===== src/rtl/ov_pkg.sv =====
// Shared definitions for the OV7670 -> AL422 capture path.
// Latency: n/a (constants only).
// Backpressure: n/a.
package ov_pkg;

  // Frame geometry: QVGA, RGB565 (two bytes per pixel).
  localparam int FRAME_W       = 320;
  localparam int FRAME_H       = 240;
  localparam int BYTES_PER_PIX = 2;
  localparam int FRAME_BYTES   = FRAME_W * FRAME_H * BYTES_PER_PIX;

  // 100 ms at 25 MHz; also used by the read-side controller.
  localparam int TIMEOUT_DEF = 2500000;

  // Write controller states.
  localparam logic [2:0] ST_IDLE  = 3'd0;
  localparam logic [2:0] ST_SYNC  = 3'd1;
  localparam logic [2:0] ST_WRST  = 3'd2;
  localparam logic [2:0] ST_ARM   = 3'd3;
  localparam logic [2:0] ST_CAPT  = 3'd4;
  localparam logic [2:0] ST_READY = 3'd5;
  localparam logic [2:0] ST_BUSY  = 3'd6;

endpackage


===== src/rtl/sync_edge.sv =====
// 2-FF synchronizer plus a third stage for rise/fall strobe detection.
// Latency: strobes act on the 3rd clock edge after the input edge.
// Backpressure: none; strobes are single-cycle and never stall.
module sync_edge (
  input  logic clk_i,
  input  logic rst_n_i,
  input  logic d_i,
  output logic rise_o,
  output logic fall_o
);

  logic [2:0] sh_q;

  // Shift the asynchronous input through the synchronizer and history stage.
  always_ff @(posedge clk_i or negedge rst_n_i) begin
    if (!rst_n_i) begin
      sh_q <= 3'b000;
    end else begin
      sh_q <= {sh_q[1:0], d_i};
    end
  end

  assign rise_o = sh_q[1] & ~sh_q[2];
  assign fall_o = ~sh_q[1] & sh_q[2];

endmodule


===== src/rtl/ov_write.sv =====
// Gates camera frames into the AL422 FIFO from VSYNC timing, then holds until the reader drains it.
// Latency: fifo_wrst/fifo_wen react one edge after the synchronized VSYNC strobe.
// Backpressure: no new capture starts until frame_read has gone low and back high.
module ov_write import ov_pkg::*; #(
  parameter int WRST_CYCLES = 4,
  parameter int SKIP_FRAMES = 2,
  parameter int TIMEOUT     = TIMEOUT_DEF
) (
  input  logic       clk_25MHz,
  input  logic       rst_n,
  input  logic       initialized,
  input  logic       vsync,
  input  logic       frame_read,
  output logic       new_frame,
  output logic       fifo_wen,
  output logic       fifo_wrst,
  output logic       timeout,
  output logic [7:0] frame_count
);

  localparam logic [7:0]  SKIP_INIT = 8'(SKIP_FRAMES);
  localparam logic [7:0]  HOLD_INIT = 8'(WRST_CYCLES - 1);
  localparam logic [21:0] WD_LAST   = 22'(TIMEOUT - 1);

  logic        vs_rise, vs_fall;
  logic [2:0]  state_q, state_d;
  logic [7:0]  skip_q, skip_d;
  logic [7:0]  hold_q, hold_d;
  logic [21:0] wdog_q, wdog_d;
  logic        fall_pend_q, fall_pend_d;
  logic        new_frame_q, new_frame_d;
  logic        wen_q, wen_d;
  logic        wrst_q, wrst_d;
  logic        timeout_q, timeout_d;
  logic [7:0]  count_q, count_d;
  logic        wd_active, wd_expire, abort;

  sync_edge u_vs_sync (
    .clk_i   (clk_25MHz),
    .rst_n_i (rst_n),
    .d_i     (vsync),
    .rise_o  (vs_rise),
    .fall_o  (vs_fall)
  );

  // The watchdog only runs while we are expecting VSYNC edges; any edge wins over expiry.
  assign wd_active = (state_q == ST_SYNC) || (state_q == ST_ARM) || (state_q == ST_CAPT);
  assign wd_expire = wd_active && !vs_rise && !vs_fall && (wdog_q == WD_LAST);

  // Next-state logic for the capture sequence, watchdog and reader handshake.
  always_comb begin
    state_d     = state_q;
    skip_d      = skip_q;
    hold_d      = hold_q;
    fall_pend_d = fall_pend_q;
    new_frame_d = new_frame_q;
    wen_d       = wen_q;
    wrst_d      = wrst_q;
    count_d     = count_q;
    timeout_d   = 1'b0;
    abort       = 1'b0;
    wdog_d      = (wd_active && !vs_rise && !vs_fall) ? (wdog_q + 22'd1) : 22'd0;

    if (!initialized) begin
      // Camera lost its configuration: drop everything and re-skip the settling frames.
      state_d     = ST_IDLE;
      wen_d       = 1'b0;
      wrst_d      = 1'b1;
      new_frame_d = 1'b0;
      skip_d      = SKIP_INIT;
      fall_pend_d = 1'b0;
      wdog_d      = 22'd0;
    end else begin
      case (state_q)
        ST_IDLE: begin
          if (frame_read) state_d = ST_SYNC;
        end
        ST_SYNC: begin
          if (vs_rise) begin
            if (skip_q != 8'd0) begin
              skip_d = skip_q - 8'd1;
            end else begin
              wrst_d      = 1'b0;
              hold_d      = HOLD_INIT;
              fall_pend_d = 1'b0;
              state_d     = ST_WRST;
            end
          end else if (wd_expire) begin
            abort = 1'b1;
          end
        end
        ST_WRST: begin
          // A short VSYNC pulse can end while the pointer reset is still held.
          if (vs_fall) fall_pend_d = 1'b1;
          if (hold_q == 8'd0) begin
            wrst_d  = 1'b1;
            state_d = ST_ARM;
          end else begin
            hold_d = hold_q - 8'd1;
          end
        end
        ST_ARM: begin
          if (vs_fall || fall_pend_q) begin
            wen_d       = 1'b1;
            fall_pend_d = 1'b0;
            wdog_d      = 22'd0;
            state_d     = ST_CAPT;
          end else if (wd_expire) begin
            abort = 1'b1;
          end
        end
        ST_CAPT: begin
          if (vs_rise) begin
            wen_d       = 1'b0;
            count_d     = count_q + 8'd1;
            new_frame_d = 1'b1;
            state_d     = ST_READY;
          end else if (wd_expire) begin
            abort = 1'b1;
          end
        end
        ST_READY: begin
          if (!frame_read) begin
            new_frame_d = 1'b0;
            state_d     = ST_BUSY;
          end
        end
        ST_BUSY: begin
          if (frame_read) state_d = ST_IDLE;
        end
        default: begin
          state_d     = ST_IDLE;
          wen_d       = 1'b0;
          wrst_d      = 1'b1;
          new_frame_d = 1'b0;
        end
      endcase

      if (abort) begin
        wen_d       = 1'b0;
        wrst_d      = 1'b1;
        timeout_d   = 1'b1;
        fall_pend_d = 1'b0;
        wdog_d      = 22'd0;
        state_d     = ST_IDLE;
      end
    end
  end

  // State and registered outputs; reset forces the FIFO strobes safe immediately.
  always_ff @(posedge clk_25MHz or negedge rst_n) begin
    if (!rst_n) begin
      state_q     <= ST_IDLE;
      skip_q      <= SKIP_INIT;
      hold_q      <= 8'd0;
      wdog_q      <= 22'd0;
      fall_pend_q <= 1'b0;
      new_frame_q <= 1'b0;
      wen_q       <= 1'b0;
      wrst_q      <= 1'b1;
      timeout_q   <= 1'b0;
      count_q     <= 8'd0;
    end else begin
      state_q     <= state_d;
      skip_q      <= skip_d;
      hold_q      <= hold_d;
      wdog_q      <= wdog_d;
      fall_pend_q <= fall_pend_d;
      new_frame_q <= new_frame_d;
      wen_q       <= wen_d;
      wrst_q      <= wrst_d;
      timeout_q   <= timeout_d;
      count_q     <= count_d;
    end
  end

  assign new_frame   = new_frame_q;
  assign fifo_wen    = wen_q;
  assign fifo_wrst   = wrst_q;
  assign timeout     = timeout_q;
  assign frame_count = count_q;

endmodule


===== config.mk =====
export PLATFORM = sky130hd
export DESIGN_NAME = ov_write
export DESIGN_NICKNAME = d
export VERILOG_FILES = /design/src/rtl/ov_pkg.sv /design/src/rtl/sync_edge.sv /design/src/rtl/ov_write.sv
export SDC_FILE = /design/constraint.sdc
export NUM_CORES = 1
export LEC_CHECK = 0
export CORE_ASPECT_RATIO = 1.4
export CORE_MARGIN = 2
export CORE_UTILIZATION = 65
export CTS_BUF_LIST = sky130_fd_sc_hd__clkbuf_8
export CTS_CLUSTER_DIAMETER = 100
export DETAILED_ROUTE_END_ITERATION = 10
export GPL_ROUTABILITY_DRIVEN = 1
export GPL_TIMING_DRIVEN = 1
export PLACE_DENSITY = 0.95
export SYNTH_ARGS = -nofsm -noshare
export SYNTH_HDL_FRONTEND = slang
export SYNTH_SLANG_ARGS = --single-unit

===== constraint.sdc =====
create_clock -name clk_25MHz -period 6.3 [get_ports clk_25MHz]
set_input_delay 0.945 -clock clk_25MHz [delete_from_list [all_inputs] [get_ports clk_25MHz]]
set_output_delay 0.945 -clock clk_25MHz [all_outputs]
set_load 0.01 [all_outputs]

==> results.cfg <==
[yosys]
yosysSeqAreaShare_pct = 46.7
async_flop_share_pct = 100
synth_warnings = 0
ys.flop_type = dfrtp_1
netlist_top_cells_area = dfrtp_1 45%, xnor2_1 4.9%, nor3_1 3.9%, nand4_1 2.7%, or4_1 2.5%
netlist.area_leader.share_pct = 45.0
synthCells = 316
syn_nets = 326
synth_largest_area_cell = dfrtp_1
synth_edf_count = 0
yosys.cell_types.count = 53
synth.most_common_cell = dfrtp_1
synth_area_mm2 = 0.00306
syn_area_per_cell_um2 = 9.68
netlist_top_cells_count = 55 x dfrtp_1, 24 x nor3_1, 18 x nand2_1
synth-seq-cells = 57

[power_and_ir_drop]
ir_worst_vdd_uv = 190
p_leak_uw = 0.00139
powerDensity_mw_per_mm2 = 257

[cells_and_area]
num_antenna_cells = 0
design_area_mm2 = 0.00349
drive_above_1_share_pct = 9.88
layout.nets = 339
fillCellCount = 285
fin_cells = 396
syn2layout_area_growth_pct = 14.2

[clock_tree]
cts_tree = done
cts_hold_buf = 0
clock_latency_ps = 350
post_cts_buffers = 0
clk_pin_slew_ps = 70
cts_max_path_buffers = 2
numCtsBuffers = 9
htreeDepth = 3
clock_sinks = 57
cts_root_buf = clkbuf_8
cts_resized = 0

[critical_path]
crit_fanout = 10
end_kind = flip-flop
critical_path_class = input port to flip-flop
crit_required_ps = 6580
cp_slowest_cell = nor4bb_1
start_kind = input port
timing.critical_path.cells = clkdlybuf4s50_1 > nor4bb_1 > o211ai_1 > or4_1 > nand2_1
crit-reg2reg-launch = state_q[0]
cp_data_arrival_time_ps = 3150
worstSetupStartpoint = initialized
max_stage_delay_ps = 750

[die]
start_util_pct = 67.5
die_area_mm2 = 0.00528
ioPinCount = 17
core-area_mm2 = 0.00454
die_w_um = 62.0
rows = 29
dieHeight_um = 85.2

[timing]
timing.final.hold_violations = 0
timing.fmax_mhz = 349
fin_setup_tns_ps = 0
tightest_slew_ps = 948
period_share_pct = 45.5
fin_crit_ps = 2870
slew_headroom_pct = 36.6
slew_violations = 0
finalClockSkew_ps = 9.79
rsz0062_at_grt = no
setup_viol = 0

[place]
placed_cell_area_mm2 = 0.00325
dp.cells = 380
place_hpwl_um = 4770
gp_congestion = 0.905
portBuffers = 16

[flow_run]
drv_cap = 0

[routing]
via_per_inst = 6.53
wl_per_cell_um = 18.0
ant_nets = 0
first_pass_iters = 6
drtIter0Drc = 242
routed_wl_um = 7140
route.detailed.drc = 0
vias = 2584

[grt]
grt_remaining_overflow = 0
grt_pass1_vias = 2512
track_usage_pct = 29.9
grt_pass1_wl_um = 11700
antenna_found_initial = 0
grt_max_degree = 58

[min_path]
hold_path_class = flip-flop to flip-flop
holdCritStartpoint = u_vs_sync.sh_q[0]

[outcome]
status = finished clean
## final cells by class
type                            count  area (um^2)  share of cell area, %
Timing Repair Buffer               18          170                   4.87
Inverter                           12         45.0                   1.29
Clock inverter                      7          119                   3.40
Sequential cell                    57         1430                   40.9
Clock buffer                        9          124                   3.54
Multi-Input combinational cell    231         1530                   43.8
Tap cell                           62         77.6                   2.22
## cells in the final DEF, fill, tap and decap left out, types with 3 or more instances in the layout
cell type         n
dfrtp_1          55
nor3_1           24
nand2_1          18
xnor2_1          17
nor2_1           15
clkdlybuf4s50_1  15
nand4_1          13
o21ai_0          13
inv_1            12
or3_1            11
a21oi_1          11
or4_1            10
nand3_1           9
clkbuf_8          9
xor2_1            7
nor2b_1           6
a211oi_1          6
nor3b_1           5
nor4_1            5
o211ai_1          5
ha_1              5
o31ai_1           4
and3_1            4
nor4b_1           3
or3b_2            3
bufinv_16         3
## sequential cells by signal, indices dropped and copies added, names as in the netlist
register        flops
fall_pend_q         1
wdog_q             22
new_frame           1
frame_count         8
u_vs_sync.sh_q      3
hold_q              8
fifo_wen            1
skip_q              8
fifo_wrst           1
state_q             3
timeout             1
## worst paths after layout
| path | end | slack, ps | cells after the start |
|---|---|---|---|
| setup / recovery | hold_q[7] | 3430 | 5 |
| hold / removal | u_vs_sync.sh_q[1] | 340 | 0 |
| setup reg to reg | wdog_q[15] | 3760 | 4 |
| hold reg to reg | u_vs_sync.sh_q[1] | 340 | 0 |
| max in group asynchronous | wdog_q[3] | 5090 | 2 |
| min in group asynchronous | skip_q[3] | 730 | 2 |
## power breakdown
group / internal (uW) / total [uW] / switching (uW) / leakage (uW)
logic: 31.3 / 85.5 / 54.2 / 0.000503
registers: 380 / 396 / 16.6 / 0.000770
clock network: 262 / 416 / 154 / 0.000115
total: 673 / 898 / 225 / 0.00139
## critical path: cells and delay by family
family,cells,cell delay (ps)
AOI/OAI and AO/OA,1,250
buffers and inverters,1,680
and+or+nand+nor,3,1260
## kinds of logic after synthesis
kind of cell             synth area share, %
AO/OA/AOI/OAI                           12.5
XOR/XNOR                                6.87
adder cells (fa/ha/maj)                 2.04
buffers and inverters                   3.52
flip-flops                              46.7
multiplexers                            1.02
AND/OR/NAND/NOR                         27.4
## per-stage QoR
step	total power, uW	util [%]	worst slack (ps)	hold WS, ps
floorplan	457	-	3870	331
global placement	481	71.7	3300	335
global route	926	77.0	3300	370
detailed placement	485	71.7	3230	335
finish	898	77.0	3430	343
CTS	900	77.0	3430	345
## layer usage
metal / part of all wire [%] / track usage, % / vias to the layer above / wire, um
met5: 0 / 0 / - / 0
met4: 3.0 / 14.5 / 0 / 213
met3: 3.7 / 6.71 / 20 / 264
met2: 56 / 49.4 / 85 / 3970
met1: 38 / 35.3 / 1278 / 2700
li1: - / - / 1201 / -
(Power assumes the default switching activity.)
